--- src/rtl/alu_exec_if.sv ---
// Handshake and operand/result bundle between the control unit and the execution ALU.
interface alu_exec_if #(
   parameter int unsigned WIDTH = 32
);
   logic             start;
   logic [2:0]       ALU_aluOp;
   logic [WIDTH-1:0] opA;
   logic [WIDTH-1:0] opB;
   logic [WIDTH-1:0] result;
   logic             zero;
   logic [WIDTH-1:0] hi;
   logic [WIDTH-1:0] lo;
   logic             busy;
   logic             done;
   logic             div_by_zero;

   // Control unit side: issues requests, observes results.
   modport master (
      output start, ALU_aluOp, opA, opB,
      input  result, zero, hi, lo, busy, done, div_by_zero
   );

   // ALU side.
   modport slave (
      input  start, ALU_aluOp, opA, opB,
      output result, zero, hi, lo, busy, done, div_by_zero
   );
endinterface

--- src/rtl/alu_exec.sv ---
// Execution-stage ALU: single-cycle logic/arith ops, iterative MULT/DIV into HI/LO.
module alu_exec #(
   parameter int unsigned WIDTH = 32
) (
   input  logic       clk,
   input  logic       reset,
   alu_exec_if.slave  bus
);
   localparam int unsigned CW = (WIDTH > 1) ? $clog2(WIDTH) : 1;

   localparam logic [2:0] OP_AND  = 3'b000;
   localparam logic [2:0] OP_OR   = 3'b001;
   localparam logic [2:0] OP_ADD  = 3'b010;
   localparam logic [2:0] OP_SUB  = 3'b011;
   localparam logic [2:0] OP_SLT  = 3'b100;
   localparam logic [2:0] OP_DIV  = 3'b101;
   localparam logic [2:0] OP_MULT = 3'b111;

   typedef enum logic [1:0] {S_IDLE, S_MUL, S_DIV} state_e;

   state_e               state_q, state_d;
   logic [WIDTH-1:0]     result_q, result_d;
   logic [WIDTH-1:0]     hi_q, hi_d;
   logic [WIDTH-1:0]     lo_q, lo_d;
   logic                 busy_q, busy_d;
   logic                 done_q, done_d;
   logic                 dbz_q, dbz_d;
   logic [CW-1:0]        cnt_q, cnt_d;
   logic [2*WIDTH-1:0]   acc_q, acc_d;
   logic [2*WIDTH-1:0]   mcand_q, mcand_d;
   logic [WIDTH-1:0]     mplier_q, mplier_d;
   logic [WIDTH-1:0]     rem_q, rem_d;
   logic [WIDTH-1:0]     quo_q, quo_d;
   logic [WIDTH-1:0]     dvsr_q, dvsr_d;

   logic [2*WIDTH-1:0]   acc_nxt;
   logic [WIDTH:0]       rem_sh;
   logic [WIDTH:0]       diff;
   logic [WIDTH-1:0]     rem_nxt;
   logic [WIDTH-1:0]     quo_nxt;
   logic                 last;

   // Next-state, datapath step and result selection.
   always_comb begin
      state_d  = state_q;
      result_d = result_q;
      hi_d     = hi_q;
      lo_d     = lo_q;
      busy_d   = busy_q;
      done_d   = 1'b0;
      dbz_d    = dbz_q;
      cnt_d    = cnt_q;
      acc_d    = acc_q;
      mcand_d  = mcand_q;
      mplier_d = mplier_q;
      rem_d    = rem_q;
      quo_d    = quo_q;
      dvsr_d   = dvsr_q;

      // One shift-add step and one restoring-division step, used by the iterating states.
      acc_nxt = mplier_q[0] ? (acc_q + mcand_q) : acc_q;
      rem_sh  = {rem_q, quo_q[WIDTH-1]};
      diff    = rem_sh - {1'b0, dvsr_q};
      if (!diff[WIDTH]) begin
         rem_nxt = diff[WIDTH-1:0];
         quo_nxt = {quo_q[WIDTH-2:0], 1'b1};
      end else begin
         rem_nxt = rem_sh[WIDTH-1:0];
         quo_nxt = {quo_q[WIDTH-2:0], 1'b0};
      end
      last = (cnt_q == CW'(WIDTH - 1));

      case (state_q)
         S_IDLE: begin
            if (bus.start) begin
               dbz_d  = 1'b0;
               done_d = 1'b1;
               case (bus.ALU_aluOp)
                  OP_AND:  result_d = bus.opA & bus.opB;
                  OP_OR:   result_d = bus.opA | bus.opB;
                  OP_ADD:  result_d = bus.opA + bus.opB;
                  OP_SUB:  result_d = bus.opA - bus.opB;
                  OP_SLT:  result_d = {{(WIDTH-1){1'b0}}, ($signed(bus.opA) < $signed(bus.opB))};
                  OP_MULT: begin
                     done_d   = 1'b0;
                     busy_d   = 1'b1;
                     state_d  = S_MUL;
                     acc_d    = '0;
                     mcand_d  = {{WIDTH{1'b0}}, bus.opA};
                     mplier_d = bus.opB;
                     cnt_d    = '0;
                  end
                  OP_DIV: begin
                     if (bus.opB == '0) begin
                        result_d = '1;
                        lo_d     = '1;
                        hi_d     = bus.opA;
                        dbz_d    = 1'b1;
                     end else begin
                        done_d  = 1'b0;
                        busy_d  = 1'b1;
                        state_d = S_DIV;
                        rem_d   = '0;
                        quo_d   = bus.opA;
                        dvsr_d  = bus.opB;
                        cnt_d   = '0;
                     end
                  end
                  default: result_d = '0;
               endcase
            end
         end
         S_MUL: begin
            acc_d    = acc_nxt;
            mcand_d  = mcand_q << 1;
            mplier_d = mplier_q >> 1;
            cnt_d    = cnt_q + CW'(1);
            if (last) begin
               {hi_d, lo_d} = acc_nxt;
               result_d     = acc_nxt[WIDTH-1:0];
               done_d       = 1'b1;
               busy_d       = 1'b0;
               state_d      = S_IDLE;
            end
         end
         S_DIV: begin
            rem_d = rem_nxt;
            quo_d = quo_nxt;
            cnt_d = cnt_q + CW'(1);
            if (last) begin
               hi_d     = rem_nxt;
               lo_d     = quo_nxt;
               result_d = quo_nxt;
               done_d   = 1'b1;
               busy_d   = 1'b0;
               state_d  = S_IDLE;
            end
         end
         default: begin
            state_d = S_IDLE;
            busy_d  = 1'b0;
         end
      endcase
   end

   // State and output registers; synchronous reset aborts any in-flight op.
   always_ff @(posedge clk) begin
      if (reset) begin
         state_q  <= S_IDLE;
         result_q <= '0;
         hi_q     <= '0;
         lo_q     <= '0;
         busy_q   <= 1'b0;
         done_q   <= 1'b0;
         dbz_q    <= 1'b0;
         cnt_q    <= '0;
         acc_q    <= '0;
         mcand_q  <= '0;
         mplier_q <= '0;
         rem_q    <= '0;
         quo_q    <= '0;
         dvsr_q   <= '0;
      end else begin
         state_q  <= state_d;
         result_q <= result_d;
         hi_q     <= hi_d;
         lo_q     <= lo_d;
         busy_q   <= busy_d;
         done_q   <= done_d;
         dbz_q    <= dbz_d;
         cnt_q    <= cnt_d;
         acc_q    <= acc_d;
         mcand_q  <= mcand_d;
         mplier_q <= mplier_d;
         rem_q    <= rem_d;
         quo_q    <= quo_d;
         dvsr_q   <= dvsr_d;
      end
   end

   assign bus.result      = result_q;
   assign bus.zero        = (result_q == '0);
   assign bus.hi          = hi_q;
   assign bus.lo          = lo_q;
   assign bus.busy        = busy_q;
   assign bus.done        = done_q;
   assign bus.div_by_zero = dbz_q;
endmodule

--- src/flat_wrapper.sv ---
// flat-port wrapper written by rule: the top's interface ports become plain ports
module alu_exec_flat 
#(
   parameter int unsigned WIDTH = 32
)
  (clk, reset, bus_start, bus_ALU_aluOp, bus_opA, bus_opB, bus_result, bus_zero, bus_hi, bus_lo, bus_busy, bus_done, bus_div_by_zero);
  alu_exec_if #(.WIDTH(WIDTH)) bus_i ();
  input  logic clk;
  input  logic reset;
  input wire logic [$bits(bus_i.start)-1:0] bus_start;
  input wire logic [$bits(bus_i.ALU_aluOp)-1:0] bus_ALU_aluOp;
  input wire logic [$bits(bus_i.opA)-1:0] bus_opA;
  input wire logic [$bits(bus_i.opB)-1:0] bus_opB;
  output wire logic [$bits(bus_i.result)-1:0] bus_result;
  output wire logic [$bits(bus_i.zero)-1:0] bus_zero;
  output wire logic [$bits(bus_i.hi)-1:0] bus_hi;
  output wire logic [$bits(bus_i.lo)-1:0] bus_lo;
  output wire logic [$bits(bus_i.busy)-1:0] bus_busy;
  output wire logic [$bits(bus_i.done)-1:0] bus_done;
  output wire logic [$bits(bus_i.div_by_zero)-1:0] bus_div_by_zero;
  assign bus_i.start = bus_start;
  assign bus_i.ALU_aluOp = bus_ALU_aluOp;
  assign bus_i.opA = bus_opA;
  assign bus_i.opB = bus_opB;
  assign bus_result = bus_i.result;
  assign bus_zero = bus_i.zero;
  assign bus_hi = bus_i.hi;
  assign bus_lo = bus_i.lo;
  assign bus_busy = bus_i.busy;
  assign bus_done = bus_i.done;
  assign bus_div_by_zero = bus_i.div_by_zero;
  alu_exec #(.WIDTH(WIDTH)) u_core (.clk(clk), .reset(reset), .bus(bus_i));
endmodule
--- config.mk ---
export PLATFORM = sky130hd
export DESIGN_NAME = alu_exec_flat
export DESIGN_NICKNAME = d
export VERILOG_FILES = /design/src/rtl/alu_exec_if.sv /design/src/rtl/alu_exec.sv /design/src/flat_wrapper.sv
export SDC_FILE = /design/constraint.sdc
export NUM_CORES = 1
export LEC_CHECK = 0
export BUFFER_PORTS_ARGS = -buffer_cell sky130_fd_sc_hd__buf_2
export CELL_PAD_IN_SITES_DETAIL_PLACEMENT = 1
export CELL_PAD_IN_SITES_GLOBAL_PLACEMENT = 1
export CORE_MARGIN = 5
export CORE_UTILIZATION = 30
export DETAILED_ROUTE_END_ITERATION = 10
export PLACE_DENSITY = 0.6
export SYNTH_ARGS = -nofsm -noshare
export SYNTH_HDL_FRONTEND = slang
export SYNTH_SLANG_ARGS = --single-unit
--- constraint.sdc ---
create_clock -name clk -period 4.5 [get_ports clk]
set_input_delay 0.225 -clock clk [delete_from_list [all_inputs] [get_ports clk]]
set_output_delay 0.225 -clock clk [all_outputs]
set_load 0.05 [all_outputs]
==> impl_metrics.tcl, run 1 <==
set metrics [dict create \
    max_cap_viol_count 0 \
    fillCellCount 10509 \
    period_needed_ns 4.14 \
    htreeDepth 2 \
    grt_pass1_wl_mm 181 \
    design.die.area_mm2 0.0926 \
    drive_gt1_share_pct 12.0 \
    grt_overflow 0 \
    synth_top_cell_by_area "dfxtp_1" \
    rsz0062_at_grt "false" \
    irDropWorstVdd_mv 0.310 \
    synth_area_leaders "dfxtp_1 28%, ha_1 10%, a21oi_1 7.1%" \
    area_growth_syn_to_layout_pct 15.7 \
    cts_made_buffers 47 \
    dieHeight_um 304 \
    fin_crit_sh_pct 92.0 \
    outcome "complete, no violations" \
    synth_top_cell_area_share_pct 27.9 \
    via_per_inst 5.73 \
    ff_latch_area_mm2 0.00725 \
    finalHoldViolCount 0 \
    synthFlopType "dfxtp_1" \
    worst_pin_slew_ns 1.05 \
    synth_cell_types 79 \
    synth-edff-count 0 \
    dp_hpwl_mm 94.1 \
    relSlewSlack_pct 30.1 \
    max_stage_delay_ns 0.66 \
    syn_area_mm2 0.0260 \
    drv_slew 0 \
    fin_worst_skew_ns 0.0351 \
    die_w_um 304 \
    fmax_mhz 242 \
    drtAntennaViolNets 0 \
    core_area_mm2 0.0863 \
    grt_pass1_vias 26822 \
    cp-start-kind "flop" \
    ioPinCount 170 \
    syn_area_per_cell_um2 7.59 \
    cts.sinks 362 \
    cp.arrival_ns 4.58 \
    criticalPathCategory "reg2reg" \
    drt_iter0_markers 2360 \
    ys_seq_elements 362 \
    synth_common_cells "423 x nor2_1, 369 x a21oi_1, 362 x dfxtp_1, 295 x nand2_1" \
    setup_violations 0 \
    cp_common_cell "a21oi_1" \
    wire_per_inst_um 26.2 \
    yosys_warnings 0 \
    portBuffers 169 \
    multi_input_area_mm2 0.0173 \
    antenna_found_initial 5 \
    clk_pin_slew_worst_paths_ns 0.06 \
    leakage_nw 12.0 \
    vias 26932 \
    path_max_fanout 15 \
    cts-hold-fix-buffers 7 \
    crit_chain "inv_1 > ha_1 > inv_1 > fa_1 > a21oi_1 > nor2_1 > o311ai_1 > a21oi_1 > o21ai_1 > a21oi_1 > or3_2 > mux2i_1 > nor2b_1 > a2111oi_0 > nor4_1" \
    gp_congestion 0.933 \
    postLayoutCoreUtil_pct 34.8 \
    route.detailed.drc 0 \
    nNetsFinal 3795 \
    initial_utilization_pct 30.1 \
    required_ns 4.94 \
    hp-class "in2reg" \
    synth.most_common_cell "nor2_1" \
    grtUsageTotal_pct 25.4 \
    yosysSeqAreaShare_pct 27.9 \
    row_count 108 \
    critPathCaptureType "flop" \
    clk_path_buf_depth 3 \
    crit_slowest_cell "or3_2" \
    synthArstFlopShare_pct 0 \
    syn_nets 3706 \
    cts_resized 0 \
    netlist_instances 3423 \
    tns_ns 0 \
    clk_latency_ns 0.63 \
    drt_first_pass_iters 5 \
    cts_tree "done" \
    drt_wl_total_mm 123 \
    post-cts-setup-buffers 0 \
    clockRootBuffer "clkbuf_16" \
    grt_max_degree 86 \
    power.density_mw_per_mm2 387 \
]
## routing by layer
metal | up-vias | global-route usage [%] | wire length [um]
met3 | 124 | 5.34 | 9030
met2 | 789 | 40.4 | 54900
met5 | - | 0 | 13
met1 | 13461 | 35.0 | 55800
li1 | 12556 | - | -
met4 | 2 | 6.93 | 3510
## worst paths after layout
kind / from / endpoint / slack, ns / depth (start not counted)
max: u_core.quo_q[31] / u_core.bus.hi[4] / 0.36 / 15
min: bus_opB[18] / u_core.dvsr_q[18] / 0.03 / 3
max reg2reg: u_core.quo_q[31] / u_core.bus.hi[4] / 0.36 / 15
min reg2reg: u_core.quo_q[30] / u_core.quo_q[30] / 0.45 / 2
## worst max-delay path: cells and delay by family, from the launching register on
family | cells | cell delay, ns
buf+inv | 2 | 0.12
fa+ha+maj | 2 | 0.56
simple gates | 4 | 1.02
mux | 1 | 0.53
flops | 1 | 0.32
compound gates | 6 | 1.40
## cell usage in the layout, fill, tap and decap left out, drive strengths merged, types with 39 or more instances in the layout
cell    Yosys  routed
nand2b     59      59
clkbuf    210      63
o21ai     142     142
buf        30     273
inv       156     158
a22oi      44      44
nor2      423     423
dfxtp     362     362
nand2     295     295
mux2i     121     121
a211oi    110     110
nor3       65      65
a21o       87      87
nand4      41      41
a221oi     54      54
nand3     102     102
a311oi     39      39
ha        209     209
xnor2      75      75
a21oi     370     370
## cells by family after synthesis
logic type | after synthesis | synth area share [%]
muxes | 146 | 5.75
AOI/OAI and AO/OA | 1087 | 27.4
buffers and inverters | 399 | 5.80
adders and majority gates | 213 | 10.4
DFF | 362 | 27.9
xor gates and xnor gates | 102 | 3.44
and+or+nand+nor | 1114 | 19.3
## per-stage QoR
| step | power (W) | std cells | hold WS (ns) | instance area [um2] | worst slack [ns] |
|---|---|---|---|---|---|
| after floorplan | 0.00599 | 3423 | 0.372 | 26000 | 1.10 |
| after global placement | 0.00737 | 4611 | 0.441 | 28300 | 0.495 |
| after detailed placement | 0.00738 | 4611 | 0.445 | 28300 | 0.439 |
| after CTS | 0.0117 | 4703 | 0.000536 | 30100 | 0.417 |
| after global routing | 0.0121 | 4703 | 0.0356 | 30100 | 0.117 |
| final | 0.0116 | 4704 | 0.0329 | 30100 | 0.360 |
## flip-flops by register name, indices dropped and copies added, names as in the netlist, 2 cells and up
| name | flops |
|---|---|
| u_core.acc_q | 64 |
| u_core.mcand_q | 64 |
| u_core.bus.hi | 32 |
| u_core.bus.lo | 32 |
| u_core.bus.result | 32 |
| u_core.dvsr_q | 32 |
| u_core.mplier_q | 32 |
| u_core.quo_q | 32 |
| u_core.rem_q | 32 |
| u_core.cnt_q | 5 |
| u_core.state_q | 2 |
## power breakdown
part / leakage (nW) / switching (W) / internal [W]
registers: 2.93 / 0.000220 / 0.00343
clock network: 0.834 / 0.00165 / 0.00261
logic: 8.28 / 0.00262 / 0.00110
## cell type report
| cell class | count | area share, % |
|---|---|---|
| Multi-Input combinational cell | 2662 | 57.6 |
| Sequential cell | 362 | 24.1 |
| Timing Repair Buffer | 280 | 5.72 |
| Tap cell | 1155 | 4.81 |
| Clock buffer | 63 | 4.44 |
| Inverter | 159 | 1.99 |
| Clock inverter | 22 | 1.29 |
| Antenna cell | 1 | 0.00832 |
Note: power is estimated with default switching activity, not from simulation.
==> run 2: changes to the inputs <==
- ABC_AREA: not set -> 1
- PLACE_DENSITY: 0.6 -> 0.63
==> run 2 against run 1 <==
Non-clock buffer count fell by 30. First-iteration DRC count grew 7.3%. Sequential share of layout area down 2.7 points. Worst hold slack got worse by 0.0012 ns. Critical endpoint is now bus_zero. Largest power group is now combinational cells. Highest routed layer unchanged.
==> impl_metrics.tcl, run 2 <==
set metrics [dict create \
    outcome "complete, no violations" \
    area_growth_syn_to_layout_pct 13.7 \
    synthXorXnorAreaFrac_pct 0.971 \
    cts_made_buffers 49 \
    postLayoutCoreUtil_pct 34.4 \
    design.die.area_mm2 0.106 \
    fillCellCount 13182 \
    clk_latency_ns 0.64 \
    cts_resized 0 \
    synthFlopType "dfxtp_1" \
    leakage_nw 16.9 \
    syn_nets 5404 \
    ys_seq_elements 362 \
    syn_area_per_cell_um2 5.81 \
    synth_top_cell_area_share_pct 24.3 \
    rr_startpoint "u_core.mcand_q[3]" \
    synth_simple_gate_area_share_pct 34.1 \
    row_count 115 \
    syn_area_mm2 0.0298 \
    grt_max_degree 168 \
    crit_chain "nor4_2 > nand4_1 > nor4b_1 > buf_2" \
    rsz0062_at_grt "false" \
    drive_gt1_share_pct 6.21 \
    hold_slack_ns 0.0317 \
    post-cts-setup-buffers 0 \
    cts_tree "done" \
    htreeDepth 2 \
    max_cap_viol_count 0 \
    synthArstFlopShare_pct 0 \
    drv_slew 0 \
    initial_utilization_pct 30.2 \
    die_w_um 325 \
    drtAntennaViolNets 0 \
    synth_top_family_by_area "simple AND/OR/NAND/NOR gates" \
    fmax_mhz 279 \
    synth-compound-area-share_pct 18.6 \
    relSlewSlack_pct 30.1 \
    dp_hpwl_mm 116 \
    clk_path_buf_depth 3 \
    worst_pin_slew_ns 1.04 \
    period_needed_ns 3.58 \
    core_area_mm2 0.0984 \
    synth_common_cells "1498 x nand2_1, 766 x inv_1, 489 x nor2_1, 487 x a21oi_1, 362 x dfxtp_1" \
    via_per_inst 5.22 \
    crit_slowest_cell "nor4_2" \
    worstHoldStart "bus_opA[16]" \
    fin_crit_sh_pct 79.6 \
    synth_cell_types 55 \
    path_max_fanout 3 \
    critPathCaptureType "output pin" \
    yosys.area_share.adder_pct 9.05 \
    yosysSeqAreaShare_pct 24.3 \
    dieHeight_um 325 \
    cts-hold-fix-buffers 51 \
    wire_per_inst_um 22.5 \
    setup_ws_ns 0.918 \
    cp.arrival_ns 3.36 \
    synth_area_leaders "dfxtp_1 24%, nand2_1 19%, inv_1 9.7%" \
    drt_first_pass_iters 5 \
    drt_iter0_markers 2532 \
    synth.most_common_cell "nand2_1" \
    portBuffers 169 \
    cp-start-kind "flop" \
    setup_violations 0 \
    nNetsFinal 5496 \
    yosys_warnings 0 \
    netlist_instances 5121 \
    cts.sinks 362 \
    grt_pass1_wl_mm 218 \
    drt_wl_total_mm 147 \
    crit_start "u_core.bus.result[12]" \
    synthMuxAreaShare_pct 0 \
    required_ns 4.28 \
    finalHoldViolCount 0 \
    ioPinCount 170 \
    fin_worst_skew_ns 0.0393 \
    criticalPathCategory "reg2out" \
    power.density_mw_per_mm2 692 \
    gp_congestion 0.988 \
    largestRegisters "u_core.acc_q x64, u_core.mcand_q x64" \
    hp-class "in2reg" \
    dp_slack_ns 1.05 \
    grtUsageTotal_pct 26.6 \
    vias 34151 \
    grt_overflow 0 \
    route.detailed.drc 0 \
    final_common_cell "nand2_1" \
    layout_common_cells "1498 x nand2_1, 765 x inv_1, 489 x nor2_1" \
    synth_top_cell_by_area "dfxtp_1" \
    clockRootBuffer "clkbuf_16" \
    clk_pin_slew_worst_paths_ns 0.06 \
    irDropWorstVdd_mv 0.647 \
    grt_pass1_vias 33942 \
    synth-edff-count 0 \
    max_stage_delay_ns 0.88 \
    antenna_found_initial 11 \
    tns_ns 0 \
]
==> run 2: changes by cell type after synthesis, moves of 66 or more <==
cell / previous run / this run
xnor2_1: 75 / 4
nor2_1: 423 / 489
o21ai_0: 136 / 331
mux2i_1: 121 / 0
a21oi_1: 369 / 487
nand2_1: 295 / 1498
a21o_1: 87 / 14
inv_1: 155 / 766
nand3_1: 102 / 336
a211oi_1: 108 / 2
==> run 2: cell families after synthesis <==
family / after synthesis
adders and majority gates: 213
buffers and inverters: 993
AOI/OAI and AO/OA: 1040
DFF: 362
xor gates and xnor gates: 33
and+or+nand+nor: 2480
==> run 2: area by class of cell <==
cell class | count | area (um2) | share of cell area [%]
Timing Repair Buffer | 250 | 1660 | 4.90
Clock buffer | 74 | 1420 | 4.20
Inverter | 784 | 2950 | 8.73
Sequential cell | 362 | 7250 | 21.4
Multi-Input combinational cell | 3766 | 18700 | 55.3
Antenna cell | 4 | 10.0 | 0.0296
Clock inverter | 14 | 214 | 0.632
Tap cell | 1287 | 1610 | 4.76
==> run 2: critical path, delay by kind of cell, from the launching register on <==
kind	cells	cell delay, ns
and+or+nand+nor	3	2.06
buffers and inverters	1	0.33
DFF	1	0.33
==> run 2: through the flow <==
step	instance area (um2)	instances	total power, W
final	33800	6541	0.0234
after global placement	31700	6398	0.0190
after detailed placement	31700	6398	0.0192
after global routing	33800	6538	0.0250
after CTS	33800	6537	0.0234
after floorplan	29800	5121	0.0145
==> run 2: report_power, final <==
group / total [W] / internal, W / switching (W)
clock: 0.00407 / 0.00242 / 0.00165
sequential: 0.00506 / 0.00420 / 0.000863
combinational: 0.0143 / 0.00376 / 0.0105
==> run 2: per-layer routing <==
layer  vias up  track usage (%)  part of all wire [%]
li1      16602                -                     -
met1     16393             35.4                    45
met2       896             44.4                    46
met3       258             3.28                   4.9
met4         2             9.92                   4.2
met5         -                0                0.0075
==> run 2: final timing paths <==
check                          endpoint  cells past startpoint  slack, ns
hold / removal       u_core.mcand_q[16]                      3       0.03
setup / recovery               bus_zero                      4       0.92
setup reg to reg  u_core.bus.result[31]                     14       1.02
hold reg to reg       u_core.bus.hi[18]                      2       0.46
